[src/rtl/bp_seq_pkg.sv]
// Shared types and constants for the LSTM layer backpropagation sequencer.
package bp_seq_pkg;

  typedef enum logic [2:0] {
    ST_IDLE       = 3'd0,
    ST_DELTA      = 3'd1,
    ST_DOUT_ISSUE = 3'd2,
    ST_DOUT_DRAIN = 3'd3,
    ST_FIN        = 3'd4
  } state_e;

  localparam logic [1:0] GATE_A = 2'd0;
  localparam logic [1:0] GATE_I = 2'd1;
  localparam logic [1:0] GATE_F = 2'd2;
  localparam logic [1:0] GATE_O = 2'd3;

  localparam int DELTA_STEPS = 5;
  localparam int DRAIN_CYC   = 2;

  // Weight mux select for gate g out of the recurrent (U) bank.
  function automatic logic [2:0] u_sel(input logic [1:0] g);
    return {1'b1, g};
  endfunction

endpackage

[src/rtl/bp_seq_addr_gen.sv]
// Combinational address compute for the backprop sequencer.
// Inputs are the loop indices (timestep t, cell c, output j, gate g).
module bp_seq_addr_gen #(
  parameter int CELLS = 8,
  parameter int AW    = 9
) (
  input  logic [AW-1:0] t_i,
  input  logic [AW-1:0] c_i,
  input  logic [AW-1:0] j_i,
  input  logic [1:0]    g_i,
  output logic [AW-1:0] dout_rd_o,
  output logic [AW-1:0] dgate_o,
  output logic [AW-1:0] wghts_o,
  output logic [AW-1:0] dout_wr_o
);

  localparam logic [AW-1:0] CELLS_W = AW'(CELLS);
  localparam logic [AW-1:0] CC_W    = AW'(CELLS * CELLS);

  // Delta-out buffer ping-pongs on t parity: read the bank written at t+1, write bank t%2.
  always_comb begin
    dout_rd_o = t_i[0] ? c_i : (CELLS_W + c_i);
    dout_wr_o = t_i[0] ? (CELLS_W + j_i) : j_i;
    dgate_o   = (t_i * CELLS_W) + c_i;
    wghts_o   = (AW'(g_i) * CC_W) + (c_i * CELLS_W) + j_i;
  end

endmodule

[src/rtl/bp_layer_seq.sv]
// Initiator-side control sequencer for one LSTM layer's backpropagation datapath.
// Walks timesteps TIMESTEPS-1..0: per-cell delta steps, then recurrent delta-out MAC.
// Optional macro BP_LAYER_SEQ_STALL_EN adds a 'stall' input that freezes the sequencer.
// All outputs are registered from next-state values, so they line up with the state.
module bp_layer_seq
  import bp_seq_pkg::*;
#(
  parameter int WIDTH     = 32,
  parameter int CELLS     = 8,
  parameter int TIMESTEPS = 7,
  parameter int AW        = 9
) (
  input  logic             clk,
  input  logic             rst,
`ifdef BP_LAYER_SEQ_STALL_EN
  input  logic             stall,
`endif
  input  logic             start,
  output logic             busy,
  output logic             done,
  output logic [2:0]       delta_phase,
  output logic             dout_zero,
  output logic             load_d_state,
  output logic [WIDTH-1:0] wr_da,
  output logic [WIDTH-1:0] wr_di,
  output logic [WIDTH-1:0] wr_df,
  output logic [WIDTH-1:0] wr_do,
  output logic [WIDTH-1:0] wr_addr_dgate,
  output logic [WIDTH-1:0] rd_addr_dgate,
  output logic [WIDTH-1:0] rd_addr_wghts,
  output logic [1:0]       sel_dgate,
  output logic [2:0]       sel_wghts,
  output logic             acc_mac,
  output logic [WIDTH-1:0] wr_dout,
  output logic [WIDTH-1:0] wr_addr_dout,
  output logic [WIDTH-1:0] rd_addr_dout
);

  localparam logic [AW-1:0] LAST_C = AW'(CELLS - 1);
  localparam logic [AW-1:0] LAST_T = AW'(TIMESTEPS - 1);
  localparam logic [2:0]    LAST_P = 3'(DELTA_STEPS - 1);
  localparam logic          LAST_D = 1'(DRAIN_CYC - 1);

  logic stall_s;
`ifdef BP_LAYER_SEQ_STALL_EN
  assign stall_s = stall;
`else
  assign stall_s = 1'b0;
`endif

  state_e          state_q, state_d;
  logic [AW-1:0]   t_q, t_d, c_q, c_d, j_q, j_d;
  logic [1:0]      g_q, g_d;
  logic [2:0]      p_q, p_d;
  logic            dr_q, dr_d;

  logic            busy_q, busy_d, done_q, done_d;
  logic [2:0]      phase_q, phase_d;
  logic            dz_q, dz_d, load_q, load_d;
  logic            wda_q, wda_d, wdi_q, wdi_d, wdf_q, wdf_d, wdo_q, wdo_d;
  logic            wdout_q, wdout_d;
  logic [AW-1:0]   wa_dg_q, wa_dg_d, ra_dg_q, ra_dg_d, ra_w_q, ra_w_d;
  logic [AW-1:0]   ra_do_q, ra_do_d, wa_do_q, wa_do_d;
  logic [1:0]      sel_dg_q;
  logic [2:0]      sel_w_q;
  logic            acc_q;

  logic [AW-1:0]   gen_dout_rd_s, gen_dgate_s, gen_wghts_s, gen_dout_wr_s;

  bp_seq_addr_gen #(.CELLS(CELLS), .AW(AW)) u_addr_gen (
    .t_i       (t_d),
    .c_i       (c_d),
    .j_i       (j_d),
    .g_i       (g_d),
    .dout_rd_o (gen_dout_rd_s),
    .dgate_o   (gen_dgate_s),
    .wghts_o   (gen_wghts_s),
    .dout_wr_o (gen_dout_wr_s)
  );

  // State and loop counter registers.
  always_ff @(posedge clk or posedge rst) begin
    if (rst) begin
      state_q <= ST_IDLE;
      t_q     <= '0;
      c_q     <= '0;
      j_q     <= '0;
      g_q     <= 2'd0;
      p_q     <= 3'd0;
      dr_q    <= 1'b0;
    end else begin
      state_q <= state_d;
      t_q     <= t_d;
      c_q     <= c_d;
      j_q     <= j_d;
      g_q     <= g_d;
      p_q     <= p_d;
      dr_q    <= dr_d;
    end
  end

  // Next-state and loop counter advance; a stall freezes everything.
  always_comb begin
    state_d = state_q;
    t_d     = t_q;
    c_d     = c_q;
    j_d     = j_q;
    g_d     = g_q;
    p_d     = p_q;
    dr_d    = dr_q;
    if (stall_s) begin
      state_d = state_q;
    end else begin
      case (state_q)
        ST_IDLE: begin
          if (start) begin
            state_d = ST_DELTA;
            t_d     = LAST_T;
            c_d     = '0;
            p_d     = 3'd0;
          end else begin
            state_d = ST_IDLE;
          end
        end
        ST_DELTA: begin
          if (p_q == LAST_P) begin
            p_d = 3'd0;
            if (c_q == LAST_C) begin
              c_d = '0;
              if (t_q != '0) begin
                state_d = ST_DOUT_ISSUE;
                j_d     = '0;
                g_d     = GATE_A;
              end else begin
                state_d = ST_FIN;
              end
            end else begin
              c_d = c_q + AW'(1);
            end
          end else begin
            p_d = p_q + 3'd1;
          end
        end
        ST_DOUT_ISSUE: begin
          if (c_q == LAST_C) begin
            c_d = '0;
            if (g_q == GATE_O) begin
              g_d     = GATE_A;
              dr_d    = 1'b0;
              state_d = ST_DOUT_DRAIN;
            end else begin
              g_d = g_q + 2'd1;
            end
          end else begin
            c_d = c_q + AW'(1);
          end
        end
        ST_DOUT_DRAIN: begin
          if (dr_q == LAST_D) begin
            dr_d = 1'b0;
            if (j_q != LAST_C) begin
              j_d     = j_q + AW'(1);
              state_d = ST_DOUT_ISSUE;
            end else begin
              t_d     = t_q - AW'(1);
              c_d     = '0;
              p_d     = 3'd0;
              state_d = ST_DELTA;
            end
          end else begin
            dr_d = dr_q + 1'b1;
          end
        end
        ST_FIN: begin
          state_d = ST_IDLE;
        end
        default: begin
          state_d = ST_IDLE;
        end
      endcase
    end
  end

  // Output decode from next state: enables pulse in their slot, addresses hold otherwise.
  always_comb begin
    busy_d  = (state_d != ST_IDLE) && (state_d != ST_FIN);
    done_d  = 1'b0;
    load_d  = 1'b0;
    wda_d   = 1'b0;
    wdi_d   = 1'b0;
    wdf_d   = 1'b0;
    wdo_d   = 1'b0;
    wdout_d = 1'b0;
    phase_d = 3'd0;
    dz_d    = 1'b0;
    wa_dg_d = wa_dg_q;
    ra_dg_d = ra_dg_q;
    ra_w_d  = ra_w_q;
    ra_do_d = ra_do_q;
    wa_do_d = wa_do_q;
    if (stall_s) begin
      phase_d = phase_q;
      dz_d    = dz_q;
    end else begin
      case (state_d)
        ST_DELTA: begin
          phase_d = p_d;
          if (p_d == 3'd0) begin
            ra_do_d = gen_dout_rd_s;
            dz_d    = (t_d == LAST_T);
          end else begin
            wa_dg_d = gen_dgate_s;
          end
          case (p_d)
            3'd1:    wdo_d = 1'b1;
            3'd2:    wda_d = 1'b1;
            3'd3:    wdi_d = 1'b1;
            3'd4: begin
              wdf_d  = 1'b1;
              load_d = 1'b1;
            end
            default: load_d = 1'b0;
          endcase
        end
        ST_DOUT_ISSUE: begin
          ra_dg_d = gen_dgate_s;
          ra_w_d  = gen_wghts_s;
        end
        ST_DOUT_DRAIN: begin
          if (dr_d == LAST_D) begin
            wdout_d = 1'b1;
            wa_do_d = gen_dout_wr_s;
          end else begin
            wdout_d = 1'b0;
          end
        end
        ST_FIN: begin
          done_d = 1'b1;
        end
        default: begin
          done_d = 1'b0;
        end
      endcase
    end
  end

  // Registered outputs.
  always_ff @(posedge clk or posedge rst) begin
    if (rst) begin
      busy_q  <= 1'b0;
      done_q  <= 1'b0;
      phase_q <= 3'd0;
      dz_q    <= 1'b0;
      load_q  <= 1'b0;
      wda_q   <= 1'b0;
      wdi_q   <= 1'b0;
      wdf_q   <= 1'b0;
      wdo_q   <= 1'b0;
      wdout_q <= 1'b0;
      wa_dg_q <= '0;
      ra_dg_q <= '0;
      ra_w_q  <= '0;
      ra_do_q <= '0;
      wa_do_q <= '0;
    end else begin
      busy_q  <= busy_d;
      done_q  <= done_d;
      phase_q <= phase_d;
      dz_q    <= dz_d;
      load_q  <= load_d;
      wda_q   <= wda_d;
      wdi_q   <= wdi_d;
      wdf_q   <= wdf_d;
      wdo_q   <= wdo_d;
      wdout_q <= wdout_d;
      wa_dg_q <= wa_dg_d;
      ra_dg_q <= ra_dg_d;
      ra_w_q  <= ra_w_d;
      ra_do_q <= ra_do_d;
      wa_do_q <= wa_do_d;
    end
  end

  // MAC selects trail the issued read addresses by one cycle to match memory latency.
  always_ff @(posedge clk or posedge rst) begin
    if (rst) begin
      sel_dg_q <= 2'd0;
      sel_w_q  <= 3'd0;
      acc_q    <= 1'b0;
    end else if (!stall_s && (state_q == ST_DOUT_ISSUE)) begin
      sel_dg_q <= g_q;
      sel_w_q  <= u_sel(g_q);
      acc_q    <= !((g_q == GATE_A) && (c_q == '0));
    end
  end

  assign busy          = busy_q;
  assign done          = done_q;
  assign delta_phase   = phase_q;
  assign dout_zero     = dz_q;
  assign load_d_state  = load_q;
  assign wr_da         = WIDTH'(wda_q);
  assign wr_di         = WIDTH'(wdi_q);
  assign wr_df         = WIDTH'(wdf_q);
  assign wr_do         = WIDTH'(wdo_q);
  assign wr_dout       = WIDTH'(wdout_q);
  assign wr_addr_dgate = WIDTH'(wa_dg_q);
  assign rd_addr_dgate = WIDTH'(ra_dg_q);
  assign rd_addr_wghts = WIDTH'(ra_w_q);
  assign rd_addr_dout  = WIDTH'(ra_do_q);
  assign wr_addr_dout  = WIDTH'(wa_do_q);
  assign sel_dgate     = sel_dg_q;
  assign sel_wghts     = sel_w_q;
  assign acc_mac       = acc_q;

endmodule

[config.mk]
export PLATFORM = sky130hd
export DESIGN_NAME = bp_layer_seq
export DESIGN_NICKNAME = d
export VERILOG_FILES = /design/src/rtl/bp_seq_pkg.sv /design/src/rtl/bp_seq_addr_gen.sv /design/src/rtl/bp_layer_seq.sv
export SDC_FILE = /design/constraint.sdc
export NUM_CORES = 1
export LEC_CHECK = 0
export CAP_MARGIN = 10
export CORE_UTILIZATION = 42
export CTS_BUF_LIST = sky130_fd_sc_hd__clkbuf_16
export CTS_CLUSTER_SIZE = 24
export DETAILED_ROUTE_END_ITERATION = 10
export PLACE_DENSITY = 0.82
export SYNTH_ARGS = -nofsm -noshare
export SYNTH_HDL_FRONTEND = slang
export SYNTH_SLANG_ARGS = --single-unit
[constraint.sdc]
create_clock -name clk -period 5.3 [get_ports clk]
set_clock_uncertainty 0.1 [all_clocks]
set_input_delay 1.06 -clock clk [delete_from_list [all_inputs] [get_ports clk]]
set_output_delay 1.06 -clock clk [all_outputs]
set_load 0.01 [all_outputs]
==> flow_metrics.tcl, run 1 <==
set metrics [dict create \
    multiInputGateArea_sq_mm 0.003547 \
    fin_crit_sh_pct 84.20 \
    dieArea_sq_mm 0.01767 \
    area_growth_pct 2.016 \
    routed_wl_mm 14.04 \
    pwr_density_cell_mw_per_mm2 410.7 \
    synth_cells 765 \
    dieHeight_um 132.9 \
    clock_path_buffers 2 \
    port_buffers 65 \
    grt_max_degree 51 \
    yosysSeqAreaShare_pct 33.37 \
    clkTransAtPathRegs_ns 0.07 \
    wl_met3_mm 1.047 \
    io_pins 336 \
    totalNegativeSetupSlack_ns 0 \
    hold_buffers 0 \
    grtUsageTotal_pct 15.65 \
    dr_total_vias 4676 \
    ys_ff_latch 96 \
    wl_met1_mm 5.856 \
    antenna_found_initial 0 \
    placed_cells 1029 \
    fin_util_pct 44.12 \
    met2_length_mm 6.885 \
    drt-initial-drc-count 324 \
    htreeDepth 3 \
    report.final.slew_viol_count 0 \
    antenna_cells 0 \
    fin_hold_ws_ns 0.3796 \
    final_antenna_net_count 0 \
    dp_hpwl_mm 10.63 \
    cts_tree "built" \
    via_per_inst 4.475 \
    rows 47 \
    fp.coreArea_sq_mm 0.01664 \
    clock_sinks 96 \
    fin_crit_ns 4.463 \
    outcome "finished, final reports clean" \
    power_leakage_nw 3.764 \
    finalHoldViolations 0 \
    clockRootBuffer "clkbuf_16" \
    postCtsResizedCells 0 \
    die_w_um 132.9 \
    finalSetupViolations 0 \
    clock.fmax_ghz 0.2241 \
    top_layer "met4" \
    rsz0062_at_grt "no" \
    cts_setup_buffers 0 \
    hp-class "reg -> reg" \
    clk_latency_ns 0.34 \
    power_mw 3.016 \
    synth-edff-count 0 \
    critPathMaxFanout 5 \
    relSlewSlack_pct 34.95 \
    place.gp.congestion 0.8425 \
    final_cell_mix "conb_1 (270), dfrtp_1 (96), clkdlybuf4s50_1 (65)" \
    drive_gt1_share_pct 9.212 \
    drc 0 \
    synth.cell_area_sq_mm 0.007198 \
    drt_pass1_iterations 4 \
    layout.cells.non_filler 1045 \
    grt_overflow 0 \
    regArea_sq_mm 0.002402 \
    async_flop_share_pct 100.0 \
    maxCapViolCount 0 \
    syn_area_per_cell_sq_um 9.409 \
    tightest_slew_ns 0.9734 \
    grt_pass1_wl_mm 21.63 \
    fillCellCount 1611 \
    cp.arrival_ns 4.55 \
    synth.distinct_cells 70 \
    vdd_drop_max_uv 271.2 \
    grt_pass1_vias 4020 \
    start_util_pct 43.25 \
    cts_buffers 9 \
    critPathLaunchType "flip-flop" \
    synth_ff_type "dfrtp_1" \
    cp-end-kind "flip-flop" \
    wl_per_cell_um 13.43 \
    crit_type "reg -> reg" \
    critPathRequiredTime_ns 5.39 \
    layout_commonest_cell "conb_1" \
    nNetsFinal 849 \
    yosys_warnings 0 \
]
-- cell type report --
class,instances,share of cell area [%]
clock buffers,9,3.067
clock inverters,7,1.295
inverters,29,1.499
multi-input cells,614,48.30
flip-flops and latches,96,32.71
well taps,220,3.749
repair buffers,70,9.371
-- metal layers --
| metal | track usage, % | vias up |
|---|---|---|
| met3 | 3.793 | 16 |
| met1 | 20.30 | 2266 |
| met2 | 25.45 | 236 |
| met4 | 5.236 | 0 |
| met5 | 0 | - |
| li1 | - | 2158 |
-- registers in the layout, indices dropped and copies added (netlist names), 2 cells and up --
| name | cells |
|---|---|
| t_q | 9 |
| j_q | 9 |
| wa_dg_q | 9 |
| ra_do_q | 9 |
| delta_phase | 3 |
| state_q | 3 |
| p_q | 3 |
| ra_dg_q | 9 |
| ra_w_q | 9 |
| g_q | 2 |
| wa_do_q | 9 |
| c_q | 9 |
| sel_wghts | 2 |
-- cells in the mapped netlist (6+ instances only) --
library cell / count / area, sq um
nand4_1: 9 / 56.30
nor3_1: 14 / 70.07
and2_1: 9 / 56.30
mux2_2: 34 / 382.9
nor2_1: 15 / 56.30
xnor2_1: 17 / 148.9
dfrtp_1: 96 / 2402
ha_1: 23 / 287.8
o21ai_0: 29 / 145.1
nor4_1: 11 / 68.82
a21oi_1: 24 / 120.1
nand3_1: 11 / 55.05
nand2_1: 42 / 157.7
inv_1: 28 / 105.1
clkbuf_1: 15 / 56.30
a21o_1: 9 / 67.56
xor2_1: 6 / 52.55
buf_4: 277 / 2079
-- cell families (layout without fill, tap and decap cells) --
logic type / count (synthesis) / count (layout) / share of synthesized area [%]
simple gates: 157 / 157 / 12.64
other cells: 1 / 270 / 0.05210
xor+xnor: 23 / 23 / 2.798
compound gates: 103 / 103 / 9.474
flops: 96 / 96 / 33.37
buf+inv: 324 / 115 / 31.37
mux: 35 / 35 / 5.458
fa+ha+maj: 26 / 26 / 4.832
-- final timing paths --
path | from | end | slack [ns] | cells after the start
min reg2reg | wa_do_q[0] | wa_do_q[0] | 0.38 | 2
max in group asynchronous | rst | wdi_q | 2.96 | 3
max | j_q[0] | ra_w_q[8] | 0.84 | 15
min in group asynchronous | rst | wa_do_q[3] | 1.05 | 2
min | wa_do_q[0] | wa_do_q[0] | 0.38 | 2
max reg2reg | j_q[0] | ra_w_q[8] | 0.84 | 15
-- where the power goes --
part	switching (mW)	internal, mW
Sequential	0.138	0.889
Combinational	0.742	0.553
Clock	0.280	0.414
-- stage by stage --
| step | instance area (sq um) | worst slack [ns] |
|---|---|---|
| finish | 7343 | 0.8372 |
| global route | 7343 | 0.6146 |
| CTS | 7343 | 0.8933 |
| detailed placement | 7023 | 0.5415 |
| global placement | 7023 | 0.6547 |
| floorplan | 8208 | 1.214 |
-- worst max-delay path: stages (launching register included) --
cell and delay [ns]:
dfrtp_1 0.39, ha_1 0.24, or4bb_1 0.58, nor3_1 0.44, nor4_1 0.11, nor3_1 0.47, inv_1 0.19, ha_1 0.23
ha_1 0.20, fa_1 0.41, a21o_1 0.20, a21oi_1 0.18, xnor2_1 0.16, xnor2_1 0.16, xnor2_1 0.15, o21ai_0 0.09
Power figures use the tool's default switching activity.
==> run 2, diff against run 1 <==
--- a/config.mk
+++ b/config.mk
@@ -6,11 +6,11 @@
 export NUM_CORES = 1
 export LEC_CHECK = 0
 export CAP_MARGIN = 10
-export CORE_UTILIZATION = 42
+export CORE_UTILIZATION = 38
 export CTS_BUF_LIST = sky130_fd_sc_hd__clkbuf_16
 export CTS_CLUSTER_SIZE = 24
 export DETAILED_ROUTE_END_ITERATION = 10
-export PLACE_DENSITY = 0.82
+export PLACE_DENSITY = 0.78
 export SYNTH_ARGS = -nofsm -noshare
 export SYNTH_HDL_FRONTEND = slang
 export SYNTH_SLANG_ARGS = --single-unit
==> constraint.sdc (replaced) <==
create_clock -name clk -period 4.02 [get_ports clk]
set_clock_uncertainty 0.1 [all_clocks]
set_input_delay 0.804 -clock clk [delete_from_list [all_inputs] [get_ports clk]]
set_output_delay 0.804 -clock clk [all_outputs]
set_load 0.01 [all_outputs]
==> flow_metrics.tcl, run 2 (synthesis results as in run 1) <==
set metrics [dict create \
    finalSetupViolations 0 \
    via_per_inst 4.375 \
    port_buffers 65 \
    die_w_um 139.6 \
    cpPeakStageDelay_ns 0.59 \
    crit_type "reg -> reg" \
    vdd_drop_max_uv 332.9 \
    grt_pass1_vias 4376 \
    clock_path_buffers 2 \
    cts_tree "built" \
    nNetsFinal 903 \
    cts_buffers 9 \
    grt_max_degree 50 \
    antenna_found_initial 0 \
    dpl_worst_slack_ns -0.2685 \
    final_cell_mix "conb_1 (270), dfrtp_1 (96), clkdlybuf4s50_1 (65)" \
    power_leakage_nw 4.022 \
    fin_ws_ns 0.1608 \
    crit_slowest_cell "or4_4" \
    start_util_pct 39.40 \
    drive_gt1_share_pct 15.87 \
    outcome "finished, final reports clean" \
    rows 49 \
    drt_pass1_iterations 5 \
    critical_path_buf_inv_count 1 \
    relSlewSlack_pct 44.72 \
    fp.coreArea_sq_mm 0.01827 \
    finalHoldViolations 0 \
    fillCellCount 1736 \
    grt_pass1_wl_mm 22.47 \
    fin_crit_sh_pct 96.00 \
    critPathLaunchType "flip-flop" \
    critPathRequiredTime_ns 4.14 \
    wl_per_cell_um 13.33 \
    hp-class "reg -> reg" \
    antenna_cells 0 \
    dieArea_sq_mm 0.01950 \
    clockRootBuffer "clkbuf_16" \
    pwr_density_cell_mw_per_mm2 524.6 \
    place.gp.congestion 0.8989 \
    fin_crit_ns 3.859 \
    io_pins 336 \
    tightest_slew_ns 0.8293 \
    area_growth_pct 8.309 \
    grtUsageTotal_pct 14.61 \
    report.final.slew_viol_count 0 \
    dr_total_vias 4834 \
    crit_family "simple AND/OR/NAND/NOR gates" \
    maxCapViolCount 0 \
    place_area_sq_mm 0.007451 \
    drt-initial-drc-count 296 \
    drc 0 \
    clock.fmax_ghz 0.2591 \
    final_antenna_net_count 0 \
    clkTransAtPathRegs_ns 0.07 \
    multiInputGateArea_sq_mm 0.003616 \
    grt_overflow 0 \
    dieHeight_um 139.6 \
    crit_chain "or4_4, or4_4, and2_4, o22a_1, inv_1, ha_1, ha_2, fa_2, a21o_1, a21oi_2, xnor2_1, xnor2_1, xnor2_1, o21ai_1" \
    fin_area_sq_mm 0.007796 \
    regArea_sq_mm 0.002402 \
    routed_wl_mm 14.73 \
    critPathMaxFanout 6 \
    cp.arrival_ns 3.98 \
    clock_sinks 96 \
    clk_latency_ns 0.35 \
    layout_commonest_cell "conb_1" \
    dp_hpwl_mm 11.45 \
    htreeDepth 3 \
    critical_path.most_common_cell "xnor2_1" \
    cp-end-kind "flip-flop" \
]
-- run 2: metrics by stage --
stage                     hold WS, ns  setup TNS (ns)  power [mW]  std cells  utilization [%]
after floorplan                0.3839               0       2.656       1034                -
after global placement         0.3526         -0.1903       3.214       1091            40.78
after detailed placement       0.3601         -0.3762       3.244       1091            40.78
after CTS                      0.3771               0       4.084       1104            42.29
after global routing           0.3981       -0.008391       4.327       1105            42.67
final                          0.3688               0       4.090       1105            42.67
-- run 2: layout make-up --
| class | instances | share of cell area, % |
|---|---|---|
| clock buffer | 9 | 2.889 |
| clock inverter | 4 | 0.6420 |
| inverter | 29 | 1.412 |
| multi-input combinational | 614 | 46.38 |
| sequential | 96 | 30.81 |
| tap | 229 | 3.675 |
| timing repair buffer | 124 | 14.19 |
-- run 2: layer usage --
layer  vias to the layer above  share of wire (%)  track usage, %  wire length, um
li1                       2268                  -               -                -
met1                      2320                 43           18.12             6263
met2                       222                 49           24.94             7273
met3                        24                5.8           2.925              853
met4                         0                2.3           5.726              338
met5                         -                  0               0                0
-- run 2: worst register-to-register path, stage by stage (launching register included) --
cell and delay (ns):
dfrtp_1 0.39, or4_4 0.55, or4_4 0.59, and2_4 0.19
o22a_1 0.17, inv_1 0.09, ha_1 0.24, ha_2 0.20
fa_2 0.34, a21o_1 0.21, a21oi_2 0.16, xnor2_1 0.15
xnor2_1 0.15, xnor2_1 0.14, o21ai_1 0.07
-- run 2: repair_timing --
action                                  in CTS  in global routing
hold buffers                                 0                  0
buffers inserted                             0                  1
gates resized for setup                      0                 15
endpoints found under the setup margin       0                  2
-- run 2: power by group --
group / switching (mW) / total [mW] / internal, mW
combinational: 1.09 / 1.97 / 0.874
sequential: 0.126 / 1.30 / 1.17
clock: 0.354 / 0.825 / 0.471
total: 1.57 / 4.09 / 2.52
-- run 2: final timing paths --
path                               from           end  slack (ns)  cells after the start
max                              t_q[3]     ra_w_q[8]        0.16                     14
min                        sel_wghts[2]  sel_wghts[2]        0.37                      1
max reg2reg                      t_q[3]     ra_w_q[8]        0.16                     14
min reg2reg                sel_wghts[2]  sel_wghts[2]        0.37                      1
max in group asynchronous           rst        j_q[1]        2.28                      3
min in group asynchronous           rst    wa_do_q[7]        0.81                      2
